===== src/rtl/led_pkg.sv =====
// Shared types and defaults for the breathing-LED block: envelope phase
// encoding and the default PWM resolution.
package led_pkg;

  localparam int PWM_BITS_DEFAULT = 8;

  typedef enum logic [2:0] {
    IDLE      = 3'd0,
    RAMP_UP   = 3'd1,
    HOLD_HI   = 3'd2,
    RAMP_DOWN = 3'd3,
    HOLD_LO   = 3'd4
  } phase_t;

endpackage


===== src/rtl/led_breather_pwm_core.sv =====
// Free-running PWM stage: counter, period-aligned duty shadow and a registered
// compare output. clr returns everything to zero on the next edge.
module pwm_core
  import led_pkg::*;
#(
  parameter int PWM_BITS = PWM_BITS_DEFAULT
) (
  input  logic                clk,
  input  logic                clr,
  input  logic [PWM_BITS-1:0] duty,
  output logic                pwm_out
);

  localparam logic [PWM_BITS-1:0] MAX_D = '1;

  logic [PWM_BITS-1:0] pwm_cnt_q, pwm_cnt_d;
  logic [PWM_BITS-1:0] duty_shadow_q, duty_shadow_d;
  logic                pwm_out_q, pwm_out_d;

  always_comb begin
    pwm_cnt_d     = pwm_cnt_q + 1'b1;
    // Shadow only reloads at the period boundary so a period never mixes two duties.
    duty_shadow_d = (pwm_cnt_q == MAX_D) ? duty : duty_shadow_q;
    pwm_out_d     = (pwm_cnt_q < duty_shadow_q);
  end

  always_ff @(posedge clk) begin
    if (clr) begin
      pwm_cnt_q     <= '0;
      duty_shadow_q <= '0;
      pwm_out_q     <= 1'b0;
    end else begin
      pwm_cnt_q     <= pwm_cnt_d;
      duty_shadow_q <= duty_shadow_d;
      pwm_out_q     <= pwm_out_d;
    end
  end

  assign pwm_out = pwm_out_q;

endmodule


===== src/rtl/led_breather.sv =====
// Breathing-LED envelope: tick-stepped ramp-up / hold / ramp-down / hold FSM
// with saturating duty arithmetic, feeding a free-running PWM stage.
module led_breather
  import led_pkg::*;
#(
  parameter int PWM_BITS   = PWM_BITS_DEFAULT,
  parameter int STEP       = 1,
  parameter int HOLD_TICKS = 16
) (
  input  logic                clk,
  input  logic                rst,
  input  logic                tick,
  input  logic                enable,
  output logic                pwm_out,
  output logic [PWM_BITS-1:0] duty,
  output logic [2:0]          phase,
  output logic                cycle_done
);

  localparam int HC_W = (HOLD_TICKS > 1) ? $clog2(HOLD_TICKS) : 1;
  localparam logic [HC_W-1:0]     HOLD_LAST = (HOLD_TICKS > 0) ? HC_W'(HOLD_TICKS - 1) : '0;
  localparam logic [PWM_BITS-1:0] MAX_D     = '1;
  localparam logic [PWM_BITS-1:0] STEP_N    = PWM_BITS'(STEP);
  localparam logic [PWM_BITS:0]   STEP_EXT  = (PWM_BITS + 1)'(STEP);

  phase_t              phase_q, phase_d;
  logic [PWM_BITS-1:0] duty_q, duty_d;
  logic [HC_W-1:0]     hold_cnt_q, hold_cnt_d;
  logic                cycle_done_q, cycle_done_d;

  logic [PWM_BITS:0]   up_sum;
  logic [PWM_BITS-1:0] up_val;
  logic [PWM_BITS-1:0] down_val;
  logic                pwm_clr;

  // One extra bit on the add lets the clamp see overflow instead of wrapping.
  assign up_sum   = {1'b0, duty_q} + STEP_EXT;
  assign up_val   = (up_sum > {1'b0, MAX_D}) ? MAX_D : up_sum[PWM_BITS-1:0];
  assign down_val = ({1'b0, duty_q} > STEP_EXT) ? (duty_q - STEP_N) : '0;

  always_comb begin
    phase_d      = phase_q;
    duty_d       = duty_q;
    hold_cnt_d   = hold_cnt_q;
    cycle_done_d = 1'b0;
    if (!enable) begin
      phase_d    = IDLE;
      duty_d     = '0;
      hold_cnt_d = '0;
    end else begin
      case (phase_q)
        IDLE: begin
          phase_d = RAMP_UP;
          duty_d  = '0;
        end
        RAMP_UP: begin
          if (tick) begin
            duty_d = up_val;
            if (up_val == MAX_D) begin
              hold_cnt_d = '0;
              if (HOLD_TICKS == 0) phase_d = RAMP_DOWN;
              else                 phase_d = HOLD_HI;
            end
          end
        end
        HOLD_HI: begin
          if (tick) begin
            hold_cnt_d = hold_cnt_q + HC_W'(1);
            if (hold_cnt_q == HOLD_LAST) phase_d = RAMP_DOWN;
          end
        end
        RAMP_DOWN: begin
          if (tick) begin
            duty_d = down_val;
            if (down_val == '0) begin
              hold_cnt_d = '0;
              if (HOLD_TICKS == 0) begin
                phase_d      = RAMP_UP;
                cycle_done_d = 1'b1;
              end else begin
                phase_d = HOLD_LO;
              end
            end
          end
        end
        HOLD_LO: begin
          if (tick) begin
            hold_cnt_d = hold_cnt_q + HC_W'(1);
            if (hold_cnt_q == HOLD_LAST) begin
              phase_d      = RAMP_UP;
              cycle_done_d = 1'b1;
            end
          end
        end
        default: begin
          phase_d    = IDLE;
          duty_d     = '0;
          hold_cnt_d = '0;
        end
      endcase
    end
  end

  always_ff @(posedge clk) begin
    if (rst) begin
      phase_q      <= IDLE;
      duty_q       <= '0;
      hold_cnt_q   <= '0;
      cycle_done_q <= 1'b0;
    end else begin
      phase_q      <= phase_d;
      duty_q       <= duty_d;
      hold_cnt_q   <= hold_cnt_d;
      cycle_done_q <= cycle_done_d;
    end
  end

  assign pwm_clr = rst | ~enable;

  pwm_core #(
    .PWM_BITS(PWM_BITS)
  ) u_pwm (
    .clk    (clk),
    .clr    (pwm_clr),
    .duty   (duty_q),
    .pwm_out(pwm_out)
  );

  assign duty       = duty_q;
  assign phase      = phase_q;
  assign cycle_done = cycle_done_q;

endmodule


===== config.mk =====
export PLATFORM = sky130hd
export DESIGN_NAME = led_breather
export DESIGN_NICKNAME = d
export VERILOG_FILES = /design/src/rtl/led_pkg.sv /design/src/rtl/led_breather_pwm_core.sv /design/src/rtl/led_breather.sv
export SDC_FILE = /design/constraint.sdc
export NUM_CORES = 1
export LEC_CHECK = 0
export ABC_AREA = 1
export CORE_MARGIN = 1
export CORE_UTILIZATION = 45
export CTS_BUF_LIST = sky130_fd_sc_hd__clkbuf_8 sky130_fd_sc_hd__clkbuf_16
export DETAILED_ROUTE_END_ITERATION = 8
export PLACE_DENSITY = 0.62
export SKIP_CTS_REPAIR_TIMING = 1
export SYNTH_ARGS = -nofsm -noshare
export SYNTH_HDL_FRONTEND = slang
export SYNTH_HIERARCHICAL = 1
export SYNTH_SLANG_ARGS = --single-unit

===== constraint.sdc =====
create_clock -name clk -period 3.1 [get_ports clk]
set_input_delay 0.775 -clock clk [delete_from_list [all_inputs] [get_ports clk]]
set_output_delay 0.775 -clock clk [all_outputs]
set_load 0.05 [all_outputs]

# == After elaboration in Yosys (flattened, before gate mapping) ==
# Index checks and enable logic that the tools add are counted.
# totals
regBits,33
wordCells,65
output_inout_bits,13
input_bits,4
# op_classes
n_lt_le_gt_ge,3
bitwise_logic,6
reduce_logical,8
muxes,21
n_eq_ne,16
add_sub_neg,4
# ops
operator,count
$mux W8,4
$mux W3,8
$pmux W8 S3,1
$mux W4,5
$eq A8 B8 Y1 const B,2
$ne A2 B2 Y1 const B,8
$pmux W4 S4,1
$pmux W3 S5,1
$add A8 B1 Y9 const B,1
$gt A9 B8 Y1 const B,1
$add A8 B1 Y8 const B,1
$gt A8 B1 Y1 const B,1
$logic_not A8 Y1,1
$lt A8 B8 Y1,1
$reduce_and A8 Y1,1
$sub A8 B1 Y8 const B,1
$eq A3 B2 Y1 const B,2
$reduce_and A6 Y1,1
$not A1 Y1,5
$add A4 B1 Y4 const B,1
$eq A4 B4 Y1 const B,1
$reduce_or A2 Y1,2
$reduce_or A4 Y1,1
$eq A3 B1 Y1 const B,1
6 further kinds,6

# == Logic depth before layout (Yosys ltp) ==
# Gate-level depths: netlist (run 1).
# depth
ltp_word,7
mapped_depth,14
depth_no_buf,14

# == Modules after synthesis ==
# The synthesis (run 1) kept the hierarchy.
# modules_own_cells
mod,instances,seq_area_each_um2,cells_per_inst,area_per_inst_um2
led_breather,1,320.3,232,1441.4
pwm_core,1,340.3,110,860.8

# == Worst setup path before layout (run 1) ==
# OpenSTA, ideal clock, no wires.
# synth_path
kind,reg-to-reg
start,"reg duty_q[0], in the netlist duty[0]"
end,"reg phase_q[2], in the netlist phase[2]"
setup_ns,0.114
arrival_ns,2.117
stages_incl_launch_ff,15
required_time_ns,2.986
n_path_buf,0
synth_period_minus_slack_ns,2.231
path_slack_ns,0.869
cell_sequence,dfxtp_1 > inv_2 > ha_1 > inv_1 > nand2_1 > nand2_2 > nor2_4 > nor2_2 > nand3_1 > nand3_2 > a21oi_4 > nand3_4 > nand2_1 > nand2_1 > nor2_2
# synth_between
elab_chain_len,6
word_cells_on_any_way,11
classes_between,2 x add/sub; 2 x order compare; 3 x eq/ne; 2 x mux; 2 x reduce/logical
# synth_lines
item,line_no,source
from (decl),led_breather.sv:27,"logic [PWM_BITS-1:0] duty_q, duty_d;"
from (signal assigned),led_breather.sv:112,duty_q <= duty_d;
$add A8 B1 Y9,led_breather.sv:37,"assign up_sum = {1'b0, duty_q} + STEP_EXT;"
$gt A9 B8 Y1,led_breather.sv:38,"assign up_val = (up_sum > {1'b0, MAX_D}) ? MAX_D : up_sum[PWM_BITS-1:0];"
$mux W8,led_breather.sv:38,
$eq A8 B8 Y1,led_breather.sv:59,if (up_val == MAX_D) begin
$ne A2 B2 Y1 (no source line),n/a,
$reduce_and A8 Y1 (no source line) (*),n/a,
to (signal assigned),led_breather.sv:111,phase_q <= phase_d;
to (decl),led_breather.sv:26,"phase_t phase_q, phase_d;"
# Every way passes the cells marked *; elsewhere a longest branch is shown, timed or not.
# A chain may end at the register's enable or synchronous reset.

# == Worst setup path after layout (run 1) ==
# layout_path
start,"reg duty_q[2], in the netlist duty[2]"
end,out duty[2]
# layout_rtl
item,line_no,source
to (decl),led_breather.sv:15,"output logic [PWM_BITS-1:0] duty,"
# No word-level cell between the ends.

==> impl_metrics.toml, run 1 <==
[clock_tree]
cts_tree = "done"
cts.path.max_buffers = 2
cts_sinks = 33
clkTransAtPathRegs_ns = 0.07
clock-root-buffer = "clkbuf_8"
clkLatencyLatePin_ns = 0.28
numCtsBuffers = 5
htreeDepth = 2

[route]
wire_per_inst_um = 12.3
ant_nets = 0
drc = 0
firstDrtPassIters = 5
routed_via_density = 5.15
vias = 2216
drt-initial-drc-count = 194
drt-total-wl_um = 5300

[sta]
rsz0062_at_grt = "false"
timing.final.crit_share = 0.860
tns_ns = 0
hold_viol_final = 0
finalSetupViolCount = 0
fin_crit_ns = 2.67
max_slew_margin = 0.511
holdWs_ns = 0.463
fmax_ghz = 0.375
slew_violations = 0
worst_slew_pin_slew_ns = 0.731
fin_worst_skew_ns = 0.00478

[synthesis]
ys_seq_area_frac = 0.287
synthCells = 342
yosysWarnings = 6
syn-num-nets = 359
synth_area_per_cell_um2 = 6.73
netlist_area_mm2 = 0.00230
synthDistinctLibCells = 35
ys_ff_latch = 33

[cells_and_area]
final_util = 0.540
layout.nets = 379
finalInstanceArea_mm2 = 0.00260
regArea_um2 = 661
drive_above_1_share = 0.113
layout.cells.non_filler = 430
antenna_cells = 0
final_cell_mix = "85 x nand2_1, 46 x inv_1, 40 x nor2_1"
area_growth_pct = 13.0
layout_commonest_cell = "nand2_1"
multi_input_area_mm2 = 0.00141
fillers = 513

[floorplan]
die_y_um = 73.5
io_pins = 17
core_region_area_mm2 = 0.00482
die_x_um = 73.5
initial_utilization = 0.478
dieArea_mm2 = 0.00541
rows = 25

[global_route]
grt_max_degree = 17
grt_usage = 0.217
grt_pass1_vias = 1982
grt_pass1_wl_um = 9040
overflow = 0
grt_antenna_before_repair = 0

[setup_path]
slowest_delay_ns = 0.91
slowest_stage = "clkdlybuf4s50_1"
start_kind = "flip-flop"
cp_cell_sequence = "clkdlybuf4s50_1"
critPathCaptureType = "output port"
criticalPathCategory = "reg -> out"
path_delay_family = "buffers and inverters"
critPathRequiredTime_ns = 2.32
path_buf_inv = 1
critical_path.max_fanout = 11
cp_data_arrival_time_ns = 1.89

[pwr]
p_leak_uw = 0.00116
p_per_area_mw_per_mm2 = 635
ir_drop_uv = 418

[outcome]
status = "completed"

[placement]
dpl.cell_count = 422
port_buffers = 16
gp_congestion = 0.886
dp_hpwl_um = 4020
place_area_mm2 = 0.00252

[job]
max_cap_violations = 0

[worst_hold_path]
hp-class = "reg -> reg"
## final cells by class
class / count / area share
Multi-Input combinational cell: 254 / 0.540
Sequential cell: 33 / 0.254
Clock buffer: 5 / 0.0264
Timing Repair Buffer: 19 / 0.0702
Tap cell: 67 / 0.0322
Inverter: 49 / 0.0707
Clock inverter: 3 / 0.00673
## flip-flops by register name (all words and copies together), names as in the netlist
name                 flops
u_pwm/duty_shadow_q      8
phase                    3
u_pwm/pwm_cnt_q          8
duty                     8
u_pwm/pwm_out            1
cycle_done               1
hold_cnt_q               4
## synth_stat cells
cell type,n,area [um^2]
a21oi_1,20,100
a21oi_4,1,16.3
a31oi_1,3,18.8
buf_4,1,7.51
buf_6,3,33.8
clkbuf_1,1,3.75
clkbuf_4,1,7.51
dfxtp_1,33,661
ha_1,13,163
inv_1,46,173
inv_2,3,11.3
nand2_1,85,319
nand2_2,3,18.8
nand2_4,1,11.3
nand3_1,28,140
nand3_2,4,40.0
nand3_4,3,52.6
nand4_1,13,81.3
nor2_1,40,150
nor2_2,7,43.8
nor2_4,2,22.5
nor2_8,2,40.0
nor3_1,3,15.0
o211ai_1,2,15.0
o21a_1,1,7.51
o21ai_0,12,60.1
o21ai_1,1,5.00
o21ai_2,2,17.5
o21bai_1,1,7.51
o21bai_2,1,11.3
o311ai_0,1,8.76
o31ai_1,1,7.51
or2_2,1,6.26
xnor2_1,1,8.76
xor2_1,2,17.5
## cell families (layout without fill, tap and decap cells)
family / Yosys count / after routing / synth area share
fa+ha+maj: 13 / 13 / 0.0707
xor+xnor: 3 / 3 / 0.0114
buf+inv: 55 / 76 / 0.103
simple gates: 192 / 192 / 0.409
compound gates: 46 / 46 / 0.120
flops: 33 / 33 / 0.287
## worst paths after layout
check / slack (ns) / depth (start not counted) / from / endpoint
min reg2reg: 0.46 / 2 / u_pwm/duty_shadow_q[5]$_SDFFE_PP0N_ / u_pwm/duty_shadow_q[5]$_SDFFE_PP0N_
max: 0.43 / 1 / duty[2]$_SDFFE_PP0P_ / duty[2]
min: 0.46 / 2 / u_pwm/duty_shadow_q[5]$_SDFFE_PP0N_ / u_pwm/duty_shadow_q[5]$_SDFFE_PP0N_
max reg2reg: 0.86 / 13 / duty[0]$_SDFFE_PP0P_ / phase[2]$_SDFFE_PP0P_
## stage by stage
stage	worst slack, ns	power (uW)
3_5_place_dp	0.691	1340
6_report	0.435	1650
5_1_grt	0.377	1780
3_3_place_gp	0.744	1340
4_1_cts	0.431	1660
2_1_floorplan	0.869	1160
## metal layers
layer / track usage / wire length (um) / vias up / share of wire
li1: - / - / 1150 / -
met2: 0.324 / 2260 / 68 / 0.43
met5: 0 / 0 / - / 0
met4: 0.0577 / 44 / 0 / 0.0083
met1: 0.316 / 2630 / 991 / 0.50
met3: 0.0412 / 365 / 7 / 0.069
## power by group
part           leakage, uW  total [uW]  switching, uW  internal [uW]
clock network    0.0000439         315            160            155
registers         0.000267         528           67.9            460
logic             0.000853         811            530            280
total              0.00116        1650            758            895
Power figures use the tool's default switching activity.
==> run 2: changes to the inputs <==
- CELL_PAD_IN_SITES_DETAIL_PLACEMENT: unset -> 0
- CELL_PAD_IN_SITES_GLOBAL_PLACEMENT: unset -> 1
- CORE_UTILIZATION: 45 -> 42
- PLACE_DENSITY: 0.62 -> 0.77
- clock period: 3.1 -> 3 ns (I/O delays scaled with it)
==> run 2 against run 1 <==
Register-to-register slack worse by 0.23 ns. Critical endpoint unchanged. Die area increased by 6.9%. Critical path depth did not move. Highest routed layer unchanged. Largest cell class unchanged. Sequential cell count stayed put. Combinational power is 3.1% higher. Power up 4.4%. Wire length increased by 4.4%. Sequential share of layout area down 0.11 points. Utilization decreased by 3.8 points.
==> impl_metrics.toml, run 2 (same netlist as run 1, synthesis figures left out) <==
[global_route]
overflow = 0
grt_usage = 0.203
grt_pass1_wl_um = 9250
grt_antenna_before_repair = 0
grt_pass1_vias = 2017
grt_max_degree = 17

[pwr]
p_leak_uw = 0.00117
p_per_area_mw_per_mm2 = 660
ir_drop_uv = 390

[setup_path]
critical_path.max_fanout = 11
r2r_slack_ns = 0.63
critPathRequiredTime_ns = 2.25
slowest_stage = "clkdlybuf4s50_1"
critPathCaptureType = "output port"
slowest_delay_ns = 0.91
criticalPathCategory = "reg -> out"
start_kind = "flip-flop"
path_buf_inv = 1
r2r_cells = 13
cp_data_arrival_time_ns = 1.90
cp_cell_sequence = "clkdlybuf4s50_1"
path_delay_family = "buffers and inverters"
worstSetupPathDepth = 1

[cells_and_area]
area_growth_pct = 13.5
finalInstanceArea_mm2 = 0.00261
final_cell_mix = "85 x nand2_1, 47 x inv_1, 40 x nor2_1"
drive_above_1_share = 0.110
layout.nets = 380
antenna_cells = 0
layout_commonest_cell = "nand2_1"

[sta]
hold_viol_final = 0
tns_ns = 0
fin_crit_ns = 2.65
finalSetupViolCount = 0
timing.final.crit_share = 0.882
fmax_ghz = 0.378
slew_violations = 0
max_slew_margin = 0.611
fin_worst_skew_ns = 0.00734
worst_slew_pin_slew_ns = 0.583
rsz0062_at_grt = "false"

[placement]
port_buffers = 16
place_area_mm2 = 0.00253
gp_congestion = 0.844
dp_hpwl_um = 4100

[worst_hold_path]
hold_depth = 2
hp-class = "reg -> reg"

[route]
drt-total-wl_um = 5530
drt-initial-drc-count = 144
vias = 2236
routed_via_density = 5.16
firstDrtPassIters = 5
ant_nets = 0
drc = 0
wire_per_inst_um = 12.8

[floorplan]
initial_utilization = 0.442
rows = 26
core_region_area_mm2 = 0.00520
die_x_um = 76.0
dieArea_mm2 = 0.00578
io_pins = 17
die_y_um = 76.0

[clock_tree]
numCtsBuffers = 5
clkLatencyLatePin_ns = 0.29
cts.path.max_buffers = 2
htreeDepth = 2
clkTransAtPathRegs_ns = 0.06
cts_tree = "done"
clock-root-buffer = "clkbuf_8"
cts_sinks = 33

[outcome]
status = "completed"

[job]
max_cap_violations = 0
-- run 2: cell count changes in the layout (fill, tap and decap cells not counted) --
cell and delta:
clkinv_2 -2, buf_4 +1, inv_1 +1, clkinvlp_4 -1, clkbuf_8 +1
-- run 2: path summary, 6_finish.rpt --
| path | startpoint | to |
|---|---|---|
| worst max-delay path | duty[2]$_SDFFE_PP0P_ | duty[2] |
| worst min-delay path | u_pwm/duty_shadow_q[5]$_SDFFE_PP0N_ | u_pwm/duty_shadow_q[5]$_SDFFE_PP0N_ |
| worst min register to register | u_pwm/duty_shadow_q[5]$_SDFFE_PP0N_ | u_pwm/duty_shadow_q[5]$_SDFFE_PP0N_ |
| worst max register to register | duty[0]$_SDFFE_PP0P_ | phase[2]$_SDFFE_PP0P_ |
-- run 2: area by class of cell --
type	instances	area, um^2
flip-flops and latches	33	661
clock buffers	6	82.6
multi-input cells	254	1410
inverters	49	184
repair buffers	20	190
clock inverters	1	3.75
well taps	70	87.6
fillers	533	2590
-- run 2: power by group --
group | leakage, uW | switching, uW | internal, uW | total (uW)
clock | 0.0000485 | 161 | 178 | 339
combinational | 0.000858 | 542 | 294 | 836
sequential | 0.000267 | 74.1 | 476 | 550
total | 0.00117 | 777 | 949 | 1730
-- run 2: stage by stage --
step	utilization	worst slack, ns	cells	hold WS (ns)	total power, uW
final	0.502	0.355	433	0.460	1730
after global placement	0.486	0.635	426	0.446	1390
after floorplan	-	0.769	342	0.430	1200
after detailed placement	0.486	0.652	426	0.452	1380
after global routing	0.502	0.318	433	0.492	1850
after CTS	0.502	0.353	433	0.462	1730
-- run 2: routing by layer --
layer / vias to the layer above / wire [um] / GRT usage
met2: 68 / 2320 / 0.308
li1: 1154 / - / -
met3: 11 / 393 / 0.0383
met5: - / 0 / 0
met4: 0 / 73 / 0.0769
met1: 1003 / 2750 / 0.284
==> run 3: changes to the inputs <==
- CAP_MARGIN: unset -> 25
- MAX_ROUTING_LAYER: unset -> met4
==> run 3 against run 2 <==
Die area is the same. Register-to-register slack got worse by 0.04 ns. Cell count rose by 0.23%. Clock skew shrank 0.0014 ns. Clock power down 4%. Power decreased by 0.89%. Global-route usage grew 1.4 points.
==> impl_metrics.toml, run 3 (same netlist as run 1, synthesis figures left out) <==
[outcome]
status = "completed"

[cells_and_area]
fillers = 557
layout.nets = 380
layout_commonest_cell = "nand2_1"
antenna_cells = 0
final_cell_mix = "85 x nand2_1, 47 x inv_1, 40 x nor2_1"
area_growth_pct = 13.4
drive_above_1_share = 0.113

[setup_path]
critPathRequiredTime_ns = 2.25
path_buf_inv = 1
cp_data_arrival_time_ns = 1.90
cp_cell_sequence = "clkdlybuf4s50_1"
slowest_stage = "clkdlybuf4s50_1"
critical_path.max_fanout = 11
critPathCaptureType = "output port"
r2r_cells = 13
start_kind = "flip-flop"
slowest_delay_ns = 0.91
path_delay_family = "buffers and inverters"
worstSetupPathDepth = 1
criticalPathCategory = "reg -> out"

[job]
max_cap_violations = 0

[global_route]
grt_pass1_vias = 2017
grt_usage = 0.217
overflow = 0
grt_pass1_wl_um = 9640
grt_antenna_before_repair = 0
grt_max_degree = 17

[sta]
worst_slew_pin_slew_ns = 0.719
fmax_ghz = 0.378
hold_viol_final = 0
tns_ns = 0
fin_crit_ns = 2.65
fin_worst_skew_ns = 0.00590
finalSetupViolCount = 0
fin_ws_ns = 0.352
slew_violations = 0
timing.final.crit_share = 0.883
max_slew_margin = 0.519
rsz0062_at_grt = "false"

[placement]
gp_congestion = 0.886
dp_hpwl_um = 4220
pre_cts_slack_ns = 0.629
port_buffers = 16

[clock_tree]
htreeDepth = 2
cts.path.max_buffers = 2
clkLatencyLatePin_ns = 0.29
clock-root-buffer = "clkbuf_8"
cts_sinks = 33
clkTransAtPathRegs_ns = 0.07
cts_tree = "done"
numCtsBuffers = 5

[floorplan]
core_region_area_mm2 = 0.00520
initial_utilization = 0.442
dieArea_mm2 = 0.00578
die_y_um = 76.0
io_pins = 17
die_x_um = 76.0
rows = 26

[worst_hold_path]
hold_depth = 1
hp-class = "reg -> reg"

[route]
ant_nets = 0
firstDrtPassIters = 4
drc = 0
vias = 2198
routed_via_density = 5.06
drt-initial-drc-count = 183
drt-total-wl_um = 5660
wire_per_inst_um = 13.0

[pwr]
internal_power_uw = 925
p_per_area_mw_per_mm2 = 655
p_leak_uw = 0.00117
comb_power_share = 0.490
power_frac_seq = 0.320
ir_drop_uv = 411
switching_share = 0.459
clockPowerShare = 0.191
power_uw = 1710
power_switching_uw = 785
[run 3: changes by cell type in the layout (fill, tap and decap cells not counted)]
cell,previous run,this run
clkinv_2,0,2
clkbuf_8,6,5
[run 3: layout make-up]
class	count	area (um^2)	share of cell area
tap	70	87.6	0.0336
multi-input combinational	254	1410	0.538
inverter	49	184	0.0705
timing repair buffer	20	190	0.0729
sequential	33	661	0.253
clock buffer	5	68.8	0.0264
clock inverter	3	13.8	0.00527
[run 3: final timing paths]
check	start	slack, ns	endpoint
max reg2reg	duty[0]$_SDFFE_PP0P_	0.59	phase[2]$_SDFFE_PP0P_
min	u_pwm/pwm_cnt_q[0]$_SDFF_PP0_	0.46	u_pwm/pwm_cnt_q[0]$_SDFF_PP0_
max	duty[2]$_SDFFE_PP0P_	0.35	duty[2]
min reg2reg	u_pwm/pwm_cnt_q[0]$_SDFF_PP0_	0.46	u_pwm/pwm_cnt_q[0]$_SDFF_PP0_
[run 3: routing by layer]
metal	GRT usage	part of all wire	routed length [um]	up-vias
met4	0.0635	0.011	63	0
li1	-	-	-	1148
met5	-	0	0	-
met2	0.314	0.41	2350	50
met3	0.0359	0.060	338	8
met1	0.308	0.51	2910	992
[run 3: power groups by stage]
stage | clock network (uW) | logic [uW] | registers (uW)
after floorplan | 0 | 579 | 617
after global placement | 0 | 832 | 557
after detailed placement | 0 | 831 | 555
after CTS | 335 | 834 | 546
after global routing | 357 | 936 | 552
final | 326 | 837 | 547
[run 3: stage by stage]
stage	hold WS [ns]	instances	area [um^2]	utilization
3_5_place_dp	0.452	426	2530	0.486
6_report	0.460	434	2610	0.501
5_1_grt	0.478	434	2610	0.501
4_1_cts	0.464	434	2610	0.501
3_3_place_gp	0.445	426	2530	0.486
2_1_floorplan	0.430	342	2300	-
